`src/rtl/vga_timing_gen.sv`:
```
// VGA raster timing generator: pixel enable, DrawX/DrawY counters, delayed sync/blank, frame pulse.
// Optional frame counter port/register enabled by defining VGA_FRAME_COUNT_EN.
module vga_timing_gen #(
  parameter int unsigned H_VISIBLE  = 640,
  parameter int unsigned H_FP       = 16,
  parameter int unsigned H_SYNC     = 96,
  parameter int unsigned H_BP       = 48,
  parameter int unsigned V_VISIBLE  = 480,
  parameter int unsigned V_FP       = 10,
  parameter int unsigned V_SYNC     = 2,
  parameter int unsigned V_BP       = 33,
  parameter int unsigned SYNC_DELAY = 2
) (
  input  logic        Clk,
  input  logic        Reset_n,
  output logic        pixel_clk,
  output logic        pix_en,
  output logic [9:0]  DrawX,
  output logic [9:0]  DrawY,
  output logic        hs,
  output logic        vs,
  output logic        blank_n,
  output logic        sync_n,
  output logic        frame_start
`ifdef VGA_FRAME_COUNT_EN
  ,
  output logic [15:0] frame_count
`endif
);

  localparam int unsigned H_TOTAL = H_VISIBLE + H_FP + H_SYNC + H_BP;
  localparam int unsigned V_TOTAL = V_VISIBLE + V_FP + V_SYNC + V_BP;

  localparam logic [9:0] H_LAST = 10'(H_TOTAL - 1);
  localparam logic [9:0] V_LAST = 10'(V_TOTAL - 1);
  localparam logic [9:0] H_VIS  = 10'(H_VISIBLE);
  localparam logic [9:0] V_VIS  = 10'(V_VISIBLE);
  localparam logic [9:0] HS_BEG = 10'(H_VISIBLE + H_FP);
  localparam logic [9:0] HS_END = 10'(H_VISIBLE + H_FP + H_SYNC);
  localparam logic [9:0] VS_BEG = 10'(V_VISIBLE + V_FP);
  localparam logic [9:0] VS_END = 10'(V_VISIBLE + V_FP + V_SYNC);

  // Strobe bundle order {hs, vs, blank_n}; idle value is sync high, blanked.
  localparam logic [2:0] STROBE_IDLE = 3'b110;

  logic       pix_en_q;
  logic [9:0] x_q, x_d;
  logic [9:0] y_q, y_d;
  logic       frame_wrap_q;
  logic       frame_start_q;
  logic       x_last, y_last;
  logic [2:0] strobe_raw;

  assign x_last = (x_q == H_LAST);
  assign y_last = (y_q == V_LAST);

  always_comb begin
    x_d = x_q;
    y_d = y_q;
    if (pix_en_q) begin
      if (x_last) begin
        x_d = '0;
        y_d = y_last ? '0 : y_q + 10'd1;
      end else begin
        x_d = x_q + 10'd1;
      end
    end
  end

  // frame_wrap_q marks the edge that returned both counters to 0; frame_start
  // follows one Clk later, so the post-reset (0,0) never produces a pulse.
  always_ff @(posedge Clk or negedge Reset_n) begin
    if (!Reset_n) begin
      pix_en_q      <= 1'b0;
      x_q           <= '0;
      y_q           <= '0;
      frame_wrap_q  <= 1'b0;
      frame_start_q <= 1'b0;
    end else begin
      pix_en_q      <= ~pix_en_q;
      x_q           <= x_d;
      y_q           <= y_d;
      frame_wrap_q  <= pix_en_q & x_last & y_last;
      frame_start_q <= frame_wrap_q;
    end
  end

  assign strobe_raw[2] = ~((x_q >= HS_BEG) && (x_q < HS_END));
  assign strobe_raw[1] = ~((y_q >= VS_BEG) && (y_q < VS_END));
  assign strobe_raw[0] = (x_q < H_VIS) && (y_q < V_VIS);

  generate
    if (SYNC_DELAY == 0) begin : g_nodly
      assign {hs, vs, blank_n} = strobe_raw;
    end else begin : g_dly
      logic [SYNC_DELAY-1:0][2:0] pipe_q;

      always_ff @(posedge Clk or negedge Reset_n) begin
        if (!Reset_n) begin
          pipe_q <= {SYNC_DELAY{STROBE_IDLE}};
        end else begin
          pipe_q[0] <= strobe_raw;
          for (int i = 1; i < int'(SYNC_DELAY); i++) pipe_q[i] <= pipe_q[i-1];
        end
      end

      assign {hs, vs, blank_n} = pipe_q[SYNC_DELAY-1];
    end
  endgenerate

`ifdef VGA_FRAME_COUNT_EN
  logic [15:0] frame_cnt_q;

  always_ff @(posedge Clk or negedge Reset_n) begin
    if (!Reset_n)          frame_cnt_q <= '0;
    else if (frame_wrap_q) frame_cnt_q <= frame_cnt_q + 16'd1;
  end

  assign frame_count = frame_cnt_q;
`endif

  assign pix_en      = pix_en_q;
  assign pixel_clk   = pix_en_q;
  assign DrawX       = x_q;
  assign DrawY       = y_q;
  assign frame_start = frame_start_q;
  assign sync_n      = 1'b0;

endmodule

```
`config.mk`:
```
export PLATFORM = sky130hd
export DESIGN_NAME = vga_timing_gen
export DESIGN_NICKNAME = d
export VERILOG_FILES = /design/src/rtl/vga_timing_gen.sv
export SDC_FILE = /design/constraint.sdc
export NUM_CORES = 1
export LEC_CHECK = 0
export ABC_AREA = 0
export CORE_AREA = 2 2 71 73
export CTS_CLUSTER_SIZE = 8
export DETAILED_ROUTE_END_ITERATION = 16
export DIE_AREA = 0 0 73 75
export GPL_TIMING_DRIVEN = 1
export PLACE_DENSITY = 0.49
export SYNTH_ARGS = -nofsm -noshare
export SYNTH_HDL_FRONTEND = slang
export SYNTH_SLANG_ARGS = --single-unit
```
`constraint.sdc`:
```
create_clock -name Clk -period 2.75 [get_ports Clk]
set_input_delay 0.55 -clock Clk [delete_from_list [all_inputs] [get_ports Clk]]
set_output_delay 0.55 -clock Clk [all_outputs]
set_load 0.02 [all_outputs]
```
-- After elaboration in Yosys (flattened, before gate mapping)
Cells that the tools add are included.
- input bits: 2
- word-level logic and storage cells: 28
- register bits after elaboration: 29
- output and inout port bits: 27
- equality and inequality tests: 2
- reduce and logical (&&, ||, !) cells: 4
- $lt $le $gt $ge: 6
- mux-type cells: 2
- bitwise gates (word level): 5
- add/sub/neg operators: 2
- operators by type and width (operator ; number):
    $add A10 B1 Y10 const B ; 2
    $eq A10 B10 Y1 const B ; 2
    $lt A10 B10 Y1 const B ; 2
    $lt A10 B9 Y1 const B ; 2
    $mux W10 ; 2
    $ge A10 B10 Y1 const B ; 1
    $ge A10 B9 Y1 const B ; 1
    $logic_and A1 B1 Y1 ; 3
    $not A1 Y1 ; 3
    $and A1 B1 Y1 ; 2
    $reduce_and A2 Y1 ; 1

-- Depth between registers and ports, before layout
Gate-level depths: netlist (run 1).
- word-level depth: 3
- gate-level depth with buffers: 6
- gate-level depth less buffers: 6

-- Least setup slack after synthesis (run 1)
No wires, ideal clock.
- path kind: reg2reg
- start point: reg x_q[6] (netlist: DrawX[6])
- end point: reg y_q[9] (netlist: DrawY[9])
- slack: 597 ps
- arrival: 2019 ps
- cell stages (with the launch flop): 7
- cell sequence: dfrtp_1 > or4b_1 > clkbuf_2 > or3_1 > buf_6 > o41ai_1 > a21oi_1
- word-level cells in the longest chain between the ends: 2
- ends and longest elaborated chain (element ; RTL line ; RTL):
    start, declared ; 47 ; logic [9:0] x_q, x_d;
    start signal, assigned ; 75 ; x_q <= '0;
    start signal, assigned ; 81 ; x_q <= x_d;
    $eq A10 B10 Y1 ; 54 ; assign x_last = (x_q == H_LAST);
    $reduce_and A2 Y1 (no source line) ; -- ;
    end signal, assigned ; 82 ; y_q <= y_d;
    end, declared ; 48 ; logic [9:0] y_q, y_d;
No other way between the ends.
A chain may end at the register's enable or synchronous reset.

-- Final worst setup path (run 1)
Same ends and word-level chain as after synthesis.

==> results of run 1 <==
metrics by stage:
step                      setup slack, ns  instance area (um2)  total power, mW
final                               0.496                 1810            0.829
after global routing                0.350                 1810            0.854
after CTS                           0.500                 1810            0.838
after detailed placement            0.524                 1710            0.447
after global placement              0.565                 1710            0.447
after floorplan                     0.597                 1420            0.437
power groups by stage:
stage                     Combinational [mW]  Clock [mW]  Sequential [mW]
after floorplan                      0.00227           0            0.435
after global placement                0.0123           0            0.435
after detailed placement              0.0127           0            0.435
after CTS                             0.0127       0.399            0.427
after global routing                  0.0137       0.414            0.427
final                                 0.0115       0.390            0.427
sequential cells by signal, summed over array words and instances (netlist names):
name          count
DrawY            10
blank_n           1
vs                1
DrawX            10
frame_start       1
g_dly.pipe_q      3
hs                1
pix_en            1
frame_wrap_q      1
worst paths after layout:
path                               from  cells past startpoint           to  slack, ns
setup / recovery               DrawX[6]                      4     DrawY[9]       0.50
hold / removal             frame_wrap_q                      0  frame_start       0.35
setup reg to reg               DrawX[6]                      4     DrawY[9]       0.50
hold reg to reg            frame_wrap_q                      0  frame_start       0.35
max in group asynchronous       Reset_n                      2           hs       1.79
min in group asynchronous       Reset_n                      2      blank_n       0.65
layer usage:
layer	GRT usage [%]	wire, um	share of wire (%)	up-vias
met2	18.4	1410	48	25
met4	7.41	67	2.3	0
met3	2.41	99	3.4	6
met5	0	0	0	-
met1	14.4	1370	46	508
li1	-	-	-	520
area by class of cell:
| type | instances | area share (%) |
|---|---|---|
| clock buffer | 7 | 5.31 |
| tap | 54 | 3.73 |
| timing repair buffer | 30 | 16.1 |
| clock inverter | 1 | 0.276 |
| inverter | 8 | 1.66 |
| multi-input combinational | 88 | 32.6 |
| sequential | 29 | 40.3 |
cell families (layout without fill, tap and decap cells):
group	Yosys count	in the layout	synth area share [%]
and+or+nand+nor	54	54	22.1
DFF	29	29	51.5
AOI/OAI and AO/OA	17	17	7.93
buffers and inverters	14	46	6.96
xor gates and xnor gates	10	10	6.17
adders and majority gates	5	5	4.41
other	1	1	0.264
muxes	1	1	0.705
placed cells by master, fill, tap and decap left out, types with 3 or more instances in the layout:
master,count
xnor2_1,4
nor2_1,7
nand3_1,11
nand4_1,5
xor2_1,6
nand2_1,9
dfrtp_1,25
nor3_1,4
dfstp_2,4
clkdlybuf4s50_1,27
and2_1,4
clkbuf_8,7
ha_1,5
o21ai_0,6
buf_4,3
inv_1,8
critical path, stage by stage (launching register included):
cell     delay (ns)
dfrtp_1        0.43
or4b_1         0.65
or3_1          0.52
o41ai_1        0.42
a21oi_1        0.11
==> results.yml, run 1 <==
run_status:
  status: "completed"
logic_synthesis:
  ys_seq_area_share_pct: 51.5
  yosysMostFrequentCell: "dfrtp_1"
  synth_ff_type: "dfrtp_1"
  syn_area_mm2: 0.00142
  ys_seq_elements: 29
  synth.top_cell.area_share_pct: 44.1
  synth_area_leaders: "dfrtp_1 44%, dfstp_2 7.4%, ha_1 4.4%"
  yosys-top-cells-count: "25 x dfrtp_1, 11 x nand3_1, 9 x nand2_1"
  syn_inst: 131
  synth_edf_count: 0
  synth_area_per_cell_um2: 10.8
  synth.distinct_cells: 36
  yosysTopAreaCell: "dfrtp_1"
  postSynth.asyncResetShare_pct: 100
  ys_warn_count: 0
  synth_fp_nets: 138
routing:
  finalWirelength_um: 2940
  drt_iter0_drc: 104
  via_per_inst: 4.88
  drcViolationCount: 0
  antenna_left: 0
  wl_per_cell_um: 13.5
  dr.pass1.iters: 4
  vias: 1059
critical_path:
  end_kind: "flop"
  required_ns: 2.90
  critPathMaxFanout: 8
  worstPathArrival_ns: 2.41
  worstSetupPathType: "flop to flop"
  cp-start-kind: "flop"
placement:
  port-buffer-count: 27
  dpl.hpwl_um: 2090
  gp_congestion: 0.773
  dp_cells: 209
cts:
  clockRootBuffer: "clkbuf_8"
  cts_made_buffers: 5
  cts_setup_buffers: 0
  cts_max_level: 2
  cts.clk_slew.worst_paths_ns: 0.07
  cts_buffer_depth: 2
  cts.sinks: 29
  worstSkewPairLatency_ns: 0.28
  cts_resized: 0
  tritoncts: "built"
  cts.hold.buffers_added: 0
global_routing:
  grt_max_degree: 30
  grt_pass1_vias: 1017
  antenna_found_initial: 0
  track_usage_pct: 11.6
  grt_pass1_wl_um: 4800
  grt_overflow: 0
timing:
  rsz0062_at_grt: "no"
  setup_viol: 0
  fin_tns_setup_ns: 0
  fmax_ghz: 0.444
  drv_slew: 0
  hold_ws_ns: 0.349
  hold_viol_final: 0
  clock_skew_ns: 0.00518
  period_share_pct: 82.0
  min_period_ns: 2.25
  relSlewSlack_pct: 66.8
  worst_pin_slew_ns: 0.494
power_and_ir_drop:
  p_clk_share_pct: 47.1
  p_seq_share_pct: 51.5
  comb_power_share_pct: 1.4
  peakVddDrop_mv: 0.171
  power_switching_mw: 0.174
  sw_frac_of_total_pct: 20.9
  p_int_mw: 0.655
  p_leak_nw: 0.766
  power_density_mw_per_mm2: 457
finish:
  multiInputGateArea_um2: 591
  n_antenna_cell: 0
  fill_cells: 461
  nNetsFinal: 169
  area_growth_pct: 27.7
  seq_area_um2: 731
  finish.utilization_pct: 38.9
  finalNonFillerCells: 217
  layout-drive-gt1-share_pct: 11.0
floorplan:
  core_area_mm2: 0.00466
  start_util_pct: 30.5
  pin_count: 29
  die-area_mm2: 0.00548
  row_count: 25
  die_h_um: 75
  die_width_um: 73
hold_path:
  min_path_type: "flop to flop"
job:
  timing.max_cap.violations: 0
Note: power is estimated with default switching activity, not from simulation.
==> inputs of run 2 (changes only) <==
==> constraint.sdc (replaced) <==
create_clock -name Clk -period 2.2 [get_ports Clk]
set_input_delay 0.44 -clock Clk [delete_from_list [all_inputs] [get_ports Clk]]
set_output_delay 0.44 -clock Clk [all_outputs]
set_load 0.02 [all_outputs]
==> run 2 against run 1 <==
  * Clock skew barely moved
  * Global-route usage rose by 0.35 points
  * Worst setup slack got worse by 0.34 ns
  * Die area unchanged
  * Via count rose by 4.5%
==> results.yml, run 2 (same netlist as run 1, synthesis figures left out) <==
routing:
  wl_met2_um: 1400
  wl_met1_um: 1310
  antenna_left: 0
  top_layer: "met4"
  via_per_inst: 4.94
  wl_per_cell_um: 13.1
  drcViolationCount: 0
  wl_met3_um: 181
  vias: 1107
  drt_iter0_drc: 94
  finalWirelength_um: 2940
  dr.pass1.iters: 4
floorplan:
  core_area_mm2: 0.00466
  pin_count: 29
  die_h_um: 75
  start_util_pct: 30.5
  row_count: 25
  die-area_mm2: 0.00548
  die_width_um: 73
critical_path:
  end_kind: "flop"
  critPathMaxFanout: 8
  r2r-start: "DrawX[6]"
  required_ns: 2.35
  worstSetupPathType: "flop to flop"
  worst-r2r-cell-count: 4
  cp-start-kind: "flop"
  cp-endpoint: "DrawY[9]"
  crit_start: "DrawX[6]"
  worstPathArrival_ns: 2.19
  rr_endpoint: "DrawY[9]"
  regToRegSetupSlack_ns: 0.16
timing:
  fin_tns_setup_ns: 0
  period_share_pct: 92.7
  rsz0062_at_grt: "no"
  min_period_ns: 2.04
  clock_skew_ns: 0.00506
  hold_viol_final: 0
  fmax_ghz: 0.490
  drv_slew: 0
  setup_viol: 0
finish:
  layout_common_cells: "27 x clkdlybuf4s50_1, 25 x dfrtp_1, 11 x nand3_1, 10 x buf_4, 9 x nand2_1"
  fill_cells: 454
  n_antenna_cell: 0
  layout-drive-gt1-share_pct: 14.7
  layout_commonest_cell: "clkdlybuf4s50_1"
  finish.utilization_pct: 40.7
  nNetsFinal: 176
  area_growth_pct: 33.7
  finalNonFillerCells: 224
cts:
  cts.clk_slew.worst_paths_ns: 0.06
  cts_made_buffers: 5
  clockRootBuffer: "clkbuf_8"
  cts_buffer_depth: 2
  cts.hold.buffers_added: 0
  worstSkewPairLatency_ns: 0.28
  cts.sinks: 29
  cts_resized: 0
  cts_max_level: 2
  tritoncts: "built"
  cts_setup_buffers: 0
run_status:
  status: "completed"
global_routing:
  grt_pass1_wl_um: 4970
  grt_max_degree: 30
  antenna_found_initial: 0
  grt_overflow: 0
  track_usage_pct: 11.9
  grt_pass1_vias: 1058
power_and_ir_drop:
  p_leak_nw: 0.814
  totalPowerFinal_mw: 1.20
  power_density_mw_per_mm2: 635
  peakVddDrop_mv: 0.235
placement:
  gp_congestion: 0.819
  port-buffer-count: 27
  dp_cells: 216
  dpl.hpwl_um: 2190
hold_path:
  min_path_type: "flop to flop"
job:
  timing.max_cap.violations: 0
run 2: report_power, final:
part,internal (mW),leakage (nW),switching [mW]
logic,0.00271,0.379,0.0117
clock network,0.450,0.0681,0.207
registers,0.534,0.367,0
total,0.986,0.814,0.219
run 2: how the worst min path moves through the flow:
| stage | from | end | slack [ns] | cells past startpoint |
|---|---|---|---|---|
| 6_report | frame_wrap_q | frame_start | 0.35 | 0 |
| 5_1_grt | g_dly.pipe_q[2] | hs | 0.35 | 0 |
| 4_1_cts | frame_wrap_q | frame_start | 0.35 | 0 |
| 3_5_place_dp | frame_wrap_q | frame_start | 0.34 | 0 |
| 3_3_place_gp | frame_wrap_q | frame_start | 0.33 | 0 |
| 2_1_floorplan | Reset_n | DrawX[0] | 0.14 | 0 |
run 2: per-layer routing:
layer / vias to the layer above / GRT usage (%)
li1: 533 / -
met2: 38 / 18.2
met5: - / 0
met1: 531 / 15.5
met4: 0 / 6.17
met3: 5 / 3.35
run 2: cell type report:
class                      instances  area (um2)  share of cell area [%]
inverter                           8        30.0                    1.58
timing repair buffer              37         345                    18.2
clock buffer                       5        68.8                    3.63
multi-input combinational         88         591                    31.1
clock inverter                     3        65.1                    3.43
sequential                        29         731                    38.5
tap                               54        67.6                    3.56
run 2: worst max-delay path, cell delays in order, from the launching register on:
cell and delay (ns):
dfrtp_1 0.38, or4b_1 0.54, or3_1 0.48, o41ai_1 0.41, a21oi_1 0.10
run 2: stage by stage:
step / instance area [um2] / setup slack (ns) / hold WS [ns]
5_1_grt: 1900 / 0.137 / 0.347
3_3_place_gp: 1760 / 0.217 / 0.332
4_1_cts: 1900 / 0.176 / 0.351
3_5_place_dp: 1760 / 0.202 / 0.336
2_1_floorplan: 1420 / 0.0471 / 0.144
6_report: 1900 / 0.160 / 0.347
